**src/rtl/limber_sram_ctrl_if.sv**
```systemverilog
// limber_sram_ctrl_if: command/response channel bundle for limber_sram_ctrl.
interface limber_sram_ctrl_if #(
  parameter int AW = 32,
  parameter int DW = 16,
  parameter int MW = 2
);
  logic          cmd_valid;
  logic          cmd_ready;
  logic          cmd_read;
  logic [AW-1:0] cmd_addr;
  logic [DW-1:0] cmd_wdata;
  logic [MW-1:0] cmd_wmask;
  logic          rsp_valid;
  logic          rsp_ready;
  logic [DW-1:0] rsp_rdata;
  logic          rsp_err;
  modport master(
    output cmd_valid, cmd_read, cmd_addr, cmd_wdata, cmd_wmask, rsp_ready,
    input  cmd_ready, rsp_valid, rsp_rdata, rsp_err
  );
  modport slave(
    input  cmd_valid, cmd_read, cmd_addr, cmd_wdata, cmd_wmask, rsp_ready,
    output cmd_ready, rsp_valid, rsp_rdata, rsp_err
  );
endinterface

```
**src/rtl/limber_sram_ctrl.sv**
```systemverilog
// limber_sram_ctrl: valid/ready bus to single-port RAM strobes with in-order responses.
// Define LIMBER_SRAM_CTRL_RSP_FIFO_EN to add a 3-entry response FIFO that decouples cmd_ready from rsp_ready.
module limber_sram_ctrl #(
  parameter int AW     = 32,
  parameter int DW     = 16,
  parameter int MW     = 2,
  parameter int RAM_AW = 10,
  parameter int DP     = 1024
) (
  input  logic              clk,
  input  logic              rst_n,
  limber_sram_ctrl_if.slave bus,
  output logic              ram_cs,
  output logic              ram_we,
  output logic [MW-1:0]     ram_wem,
  output logic [RAM_AW-1:0] ram_addr,
  output logic [DW-1:0]     ram_din,
  input  logic [DW-1:0]     ram_dout
);
  localparam int ADDR_LSB = $clog2(MW);
  logic [AW-1:0] word;
  logic          in_range;
  logic          acc;
  logic          s1_vld;
  logic          s1_read;
  logic          s1_err;
  logic [DW-1:0] s1_rdata;
  assign word     = bus.cmd_addr >> ADDR_LSB;
  assign in_range = word < AW'(DP);
  assign acc      = bus.cmd_valid & bus.cmd_ready;
  // rst_n gate keeps the RAM quiet while reset holds cmd_ready high
  assign ram_cs   = acc & in_range & rst_n;
  assign ram_we   = ~bus.cmd_read;
  assign ram_wem  = bus.cmd_read ? '0 : bus.cmd_wmask;
  assign ram_addr = bus.cmd_addr[ADDR_LSB +: RAM_AW];
  assign ram_din  = bus.cmd_wdata;
  assign s1_rdata = (s1_read & ~s1_err) ? ram_dout : '0;
`ifdef LIMBER_SRAM_CTRL_RSP_FIFO_EN
  logic [DW:0] fifo_mem [3];
  logic [1:0]  wr_ptr;
  logic [1:0]  rd_ptr;
  logic [1:0]  cnt;
  logic        pop;
  assign pop = bus.rsp_valid & bus.rsp_ready;
  always_ff @(posedge clk or negedge rst_n) begin
    if (!rst_n) begin
      s1_vld  <= 1'b0;
      s1_read <= 1'b0;
      s1_err  <= 1'b0;
    end else begin
      s1_vld <= acc;
      if (acc) begin
        s1_read <= bus.cmd_read;
        s1_err  <= ~in_range;
      end
    end
  end
  always_ff @(posedge clk) begin
    if (s1_vld) fifo_mem[wr_ptr] <= {s1_rdata, s1_err};
  end
  always_ff @(posedge clk or negedge rst_n) begin
    if (!rst_n) begin
      wr_ptr <= 2'd0;
      rd_ptr <= 2'd0;
      cnt    <= 2'd0;
    end else begin
      if (s1_vld) wr_ptr <= (wr_ptr == 2'd2) ? 2'd0 : wr_ptr + 2'd1;
      if (pop) rd_ptr <= (rd_ptr == 2'd2) ? 2'd0 : rd_ptr + 2'd1;
      cnt <= cnt + {1'b0, s1_vld} - {1'b0, pop};
    end
  end
  // s1 is counted too: its entry lands in the FIFO on the next clock regardless of rsp_ready
  assign bus.cmd_ready = ({1'b0, cnt} + {2'b0, s1_vld}) < 3'd3;
  assign bus.rsp_valid = cnt != 2'd0;
  assign {bus.rsp_rdata, bus.rsp_err} = bus.rsp_valid ? fifo_mem[rd_ptr] : '0;
`else
  always_ff @(posedge clk or negedge rst_n) begin
    if (!rst_n) begin
      s1_vld  <= 1'b0;
      s1_read <= 1'b0;
      s1_err  <= 1'b0;
    end else if (acc) begin
      s1_vld  <= 1'b1;
      s1_read <= bus.cmd_read;
      s1_err  <= ~in_range;
    end else if (bus.rsp_ready) begin
      s1_vld <= 1'b0;
    end
  end
  assign bus.cmd_ready = ~s1_vld | bus.rsp_ready;
  assign bus.rsp_valid = s1_vld;
  assign bus.rsp_rdata = s1_vld ? s1_rdata : '0;
  assign bus.rsp_err   = s1_err;
`endif
endmodule

```
**src/flat_wrapper.sv**
```systemverilog
// flat-port wrapper written by rule: the top's interface ports become plain ports
module limber_sram_ctrl_flat 
#(
  parameter int AW     = 32,
  parameter int DW     = 16,
  parameter int MW     = 2,
  parameter int RAM_AW = 10,
  parameter int DP     = 1024
)
  (clk, rst_n, ram_cs, ram_we, ram_wem, ram_addr, ram_din, ram_dout, bus_cmd_valid, bus_cmd_read, bus_cmd_addr, bus_cmd_wdata, bus_cmd_wmask, bus_rsp_ready, bus_cmd_ready, bus_rsp_valid, bus_rsp_rdata, bus_rsp_err);
  limber_sram_ctrl_if #(.AW(AW), .DW(DW), .MW(MW)) bus_i ();
  input  logic clk;
  input  logic rst_n;
  output logic ram_cs;
  output logic ram_we;
  output logic [MW-1:0] ram_wem;
  output logic [RAM_AW-1:0] ram_addr;
  output logic [DW-1:0] ram_din;
  input  logic [DW-1:0] ram_dout;
  input wire logic [$bits(bus_i.cmd_valid)-1:0] bus_cmd_valid;
  input wire logic [$bits(bus_i.cmd_read)-1:0] bus_cmd_read;
  input wire logic [$bits(bus_i.cmd_addr)-1:0] bus_cmd_addr;
  input wire logic [$bits(bus_i.cmd_wdata)-1:0] bus_cmd_wdata;
  input wire logic [$bits(bus_i.cmd_wmask)-1:0] bus_cmd_wmask;
  input wire logic [$bits(bus_i.rsp_ready)-1:0] bus_rsp_ready;
  output wire logic [$bits(bus_i.cmd_ready)-1:0] bus_cmd_ready;
  output wire logic [$bits(bus_i.rsp_valid)-1:0] bus_rsp_valid;
  output wire logic [$bits(bus_i.rsp_rdata)-1:0] bus_rsp_rdata;
  output wire logic [$bits(bus_i.rsp_err)-1:0] bus_rsp_err;
  assign bus_i.cmd_valid = bus_cmd_valid;
  assign bus_i.cmd_read = bus_cmd_read;
  assign bus_i.cmd_addr = bus_cmd_addr;
  assign bus_i.cmd_wdata = bus_cmd_wdata;
  assign bus_i.cmd_wmask = bus_cmd_wmask;
  assign bus_i.rsp_ready = bus_rsp_ready;
  assign bus_cmd_ready = bus_i.cmd_ready;
  assign bus_rsp_valid = bus_i.rsp_valid;
  assign bus_rsp_rdata = bus_i.rsp_rdata;
  assign bus_rsp_err = bus_i.rsp_err;
  limber_sram_ctrl #(.AW(AW), .DW(DW), .MW(MW), .RAM_AW(RAM_AW), .DP(DP)) u_core (.clk(clk), .rst_n(rst_n), .bus(bus_i), .ram_cs(ram_cs), .ram_we(ram_we), .ram_wem(ram_wem), .ram_addr(ram_addr), .ram_din(ram_din), .ram_dout(ram_dout));
endmodule
```
**config.mk**
```make
export PLATFORM = sky130hd
export DESIGN_NAME = limber_sram_ctrl_flat
export DESIGN_NICKNAME = d
export VERILOG_FILES = /design/src/rtl/limber_sram_ctrl_if.sv /design/src/rtl/limber_sram_ctrl.sv /design/src/flat_wrapper.sv
export SDC_FILE = /design/constraint.sdc
export NUM_CORES = 1
export LEC_CHECK = 0
export ABC_AREA = 1
export CAP_MARGIN = 20
export CORE_ASPECT_RATIO = 0.9
export CORE_MARGIN = 3
export CORE_UTILIZATION = 21
export CTS_CLUSTER_DIAMETER = 100
export DETAILED_ROUTE_END_ITERATION = 12
export PLACE_DENSITY = 0.84
export SYNTH_ARGS = -nofsm -noshare
export SYNTH_HDL_FRONTEND = slang
export SYNTH_SLANG_ARGS = --single-unit
export TNS_END_PERCENT = 20
```
**constraint.sdc**
```tcl
create_clock -name clk -period 1.8 [get_ports clk]
set_input_delay 0.36 -clock clk [delete_from_list [all_inputs] [get_ports clk]]
set_output_delay 0.36 -clock clk [all_outputs]
set_load 0.005 [all_outputs]
```
==> results.txt <==
Status: finished with violations
Violations in the final reports: setup timing
CTS clock-pin slew for the worst setup and hold paths: 30 ps
Actual transition at the worst max-transition pin: 161 ps
HP Class: primary input to asynchronous set/reset pin
Ports placed on the boundary: 120
Cell chosen for the clock root: sky130_fd_sc_hd__clkbuf_4
Comb pwr share: 0.453
Number of flip-flops and latches in the synthesized netlist: 3
Max Cap Violations: 0
Most area-consuming cells after synthesis: sky130_fd_sc_hd__buf_4, sky130_fd_sc_hd__inv_1, sky130_fd_sc_hd__nor2_1
Clk pwr share: 0.316
Share of final-layout standard cells stronger than drive strength 1: 0.161
Number of buffers added by the clock tree synthesis step: 3
End-of-flow core utilization: 0.462
Nature of the critical path startpoint: flop
Biggest cell delay along the critical path: 510 ps
Clock Latency Late Sink: 220 ps
Worst endpoint data arrival time: 1480 ps
Overall Power: 0.000351 W
Unrepaired setup endpoints after global routing: yes
Number of endpoints with negative hold slack in the final report: 0
Number of cells traversed by the worst register-to-register path: 5
Routability Congestion: 0.671
Final max-slew violation count: 0
Buffers on Ports: 66
CP Cell Sequence: buf_6, nand3b_4, nor2_2, clkdlybuf4s50_1
Data required, critical path: 1440 ps
Synthesis-to-finish area growth: 104%
Final-layout fill cell count: 284
Effective utilization at floorplan: 0.226
Hold-fix buffers at CTS: 0
Capturing point of the worst reg2reg path: u_core.bus.rsp_err
Mean instance size in the synthesized netlist: 5.35 um^2
Area used by multi-input combinational logic: 268 um^2
Worst reg2reg path startpoint: u_core.bus.rsp_valid
Shortest period the worst path allows: 1840 ps
Via count of the first global-routing pass: 703
Largest fanout of any net on the critical path: 8
Antenna-violating nets left: 0
Wire length of the first global-routing pass: 2970 um
Total number of yosys warnings: 0
Initial antenna violation count: 0
Vias/cell: 3.78
Initial detailed-routing violation count: 13
Int Power: 0.000270 W
Switch share: 0.231
Count of vias placed by the detailed router: 809
DIE AREA: 0.00373 mm^2
Largest vdd supply drop: 0.000363 V
Net Switching: 0.0000810 W
Sequential-to-total area share from yosys stat: 0.118
Cell area after synthesis: 637 um^2
Count of clock tree sinks: 3
Total overflow reported by the global router: 0
Synthesized instance count: 119
Maximum number of pins on one net before global-route repair: 9
Number of core rows: 18
Library cells used by synthesis: 12
Tcrit/Tclk final: 1.02
Diode count: 0
Depth of the CTS H-tree: 1
Highest clock rate: 0.545 GHz
Total DRC errors in the routed layout: 0
Final setup vio count: 7
Maximum number of buffers from clock root to sink: 2
Worst-case setup margin in the final layout: -35.8 ps
Chip Height: 58.2 um
Share of total power in sequential cells: 0.231
Max_slew headroom: 0.892
Post-synth net total: 190
Setup slack of the worst register-to-register path: 770 ps
CP Capture Type: output pin
Clock skew: 1.11 ps
Wire per inst: 9.31 um
Leakage power: 0.779 nW
Synth top area share: 0.306
CTS tree: yes
Chip width: 64.1 um
Final routed wirelength across all metal layers: 1990 um
Area of the core region: 0.00282 mm^2
Combined flip-flop and latch cell area: 76.3 um^2
Library cell contributing the largest single delay on the critical path: sky130_fd_sc_hd__clkdlybuf4s50_1
Number of nets in the layout: 246
Critical path start-end classification: flop to output pin
First drt pass iteration count: 3
Biggest area consumer among synthesized cells: sky130_fd_sc_hd__buf_4
Total Routing Usage GR: 0.0993
Power density over cell area: 270 mW/mm^2
Detailed Place HPWL: 1670 um
==> through the flow <==
| step | setup WS (ps) | instance area, um^2 | TNS [ps] | instances | hold slack (ps) |
|---|---|---|---|---|---|
| 2_1_floorplan | 529 | 637 | 0 | 119 | 64.4 |
| 3_3_place_gp | -401 | 1210 | -465 | 206 | 534 |
| 3_5_place_dp | -395 | 1210 | -582 | 206 | 542 |
| 4_1_cts | -56.7 | 1250 | -398 | 211 | 413 |
| 5_1_grt | -123 | 1300 | -764 | 214 | 416 |
| 6_report | -35.8 | 1300 | -163 | 214 | 414 |
==> power groups by stage <==
stage	clock [W]	sequential, W	combinational [W]
floorplan	0	0.0000784	0.0000777
global placement	0	0.0000773	0.000155
detailed placement	0	0.0000776	0.000158
CTS	0.000114	0.0000799	0.000161
global route	0.000120	0.0000812	0.000174
finish	0.000111	0.0000811	0.000159
==> routing by layer <==
layer,up-vias,share of wire,GRT usage
li1,413,-,-
met2,51,0.51,0.184
met5,-,0,0
met4,0,0.027,0.0462
met3,12,0.15,0.0504
met1,333,0.32,0.0900
==> cells in the mapped netlist <==
| master | count |
|---|---|
| sky130_fd_sc_hd__inv_1 | 34 |
| sky130_fd_sc_hd__nor2_1 | 34 |
| sky130_fd_sc_hd__buf_4 | 26 |
| sky130_fd_sc_hd__nand2_1 | 14 |
| sky130_fd_sc_hd__dfrtp_1 | 3 |
| sky130_fd_sc_hd__nand3_1 | 2 |
| sky130_fd_sc_hd__a21oi_2 | 1 |
| sky130_fd_sc_hd__buf_2 | 1 |
| sky130_fd_sc_hd__inv_2 | 1 |
| sky130_fd_sc_hd__nand3b_4 | 1 |
| sky130_fd_sc_hd__nor2_2 | 1 |
| sky130_fd_sc_hd__o21ai_0 | 1 |
==> worst max path at each step <==
stage,from,end,slack [ps]
floorplan,u_core.bus.rsp_valid,ram_cs,530
global placement,bus_cmd_addr[29],ram_cs,-400
detailed placement,bus_cmd_addr[29],ram_cs,-400
CTS,u_core.bus.rsp_valid,bus_rsp_rdata[5],-60
global route,u_core.bus.rsp_valid,bus_rsp_rdata[0],-120
finish,u_core.bus.rsp_valid,bus_rsp_rdata[0],-40
==> worst max-delay path: cells and delay by family (launching register included) <==
kind	cells	cell delay, ps
buf+inv	2	650
simple gates	2	250
flops	1	360
==> flip-flops by register name, summed over array words and instances (netlist names) <==
register,flops
u_core.bus.rsp_err,1
u_core.s1_read,1
u_core.bus.rsp_valid,1
==> cells in the final DEF, fill, tap and decap left out <==
| master | synthesis | layout |
|---|---|---|
| sky130_fd_sc_hd__a21oi_2 | 1 | 1 |
| sky130_fd_sc_hd__buf_2 | 1 | 1 |
| sky130_fd_sc_hd__buf_4 | 26 | 10 |
| sky130_fd_sc_hd__buf_6 | 0 | 1 |
| sky130_fd_sc_hd__clkbuf_1 | 0 | 1 |
| sky130_fd_sc_hd__clkbuf_4 | 0 | 3 |
| sky130_fd_sc_hd__clkdlybuf4s50_1 | 0 | 52 |
| sky130_fd_sc_hd__dfrtp_1 | 3 | 2 |
| sky130_fd_sc_hd__dfrtp_2 | 0 | 1 |
| sky130_fd_sc_hd__dlygate4sd2_1 | 0 | 7 |
| sky130_fd_sc_hd__dlymetal6s2s_1 | 0 | 6 |
| sky130_fd_sc_hd__inv_1 | 34 | 34 |
| sky130_fd_sc_hd__inv_2 | 1 | 1 |
| sky130_fd_sc_hd__nand2_1 | 14 | 14 |
| sky130_fd_sc_hd__nand3_1 | 2 | 2 |
| sky130_fd_sc_hd__nand3b_4 | 1 | 2 |
| sky130_fd_sc_hd__nor2_1 | 34 | 27 |
| sky130_fd_sc_hd__nor2_2 | 1 | 8 |
| sky130_fd_sc_hd__o21ai_0 | 1 | 1 |
==> kinds of logic after synthesis <==
family	synth area share
compound gates	0.0216
buf+inv	0.521
flops	0.118
simple gates	0.340
==> repair_timing <==
item | 4_1_cts | 5_1_grt
endpoints found under the setup margin | 18 | 14
gates cloned | 1 | 0
setup buffers | 0 | 3
endpoints found under the hold margin | 0 | 0
resized for setup | 14 | 13
pin swaps | 1 | 1
==> layout make-up <==
class                   instances  share of cell area
repair buffers                 77               0.576
well taps                      40              0.0385
clock buffers                   4              0.0202
inverters                      35               0.101
multi-input cells              55               0.206
flip-flops and latches          3              0.0587
Power figures use the tool's default switching activity.
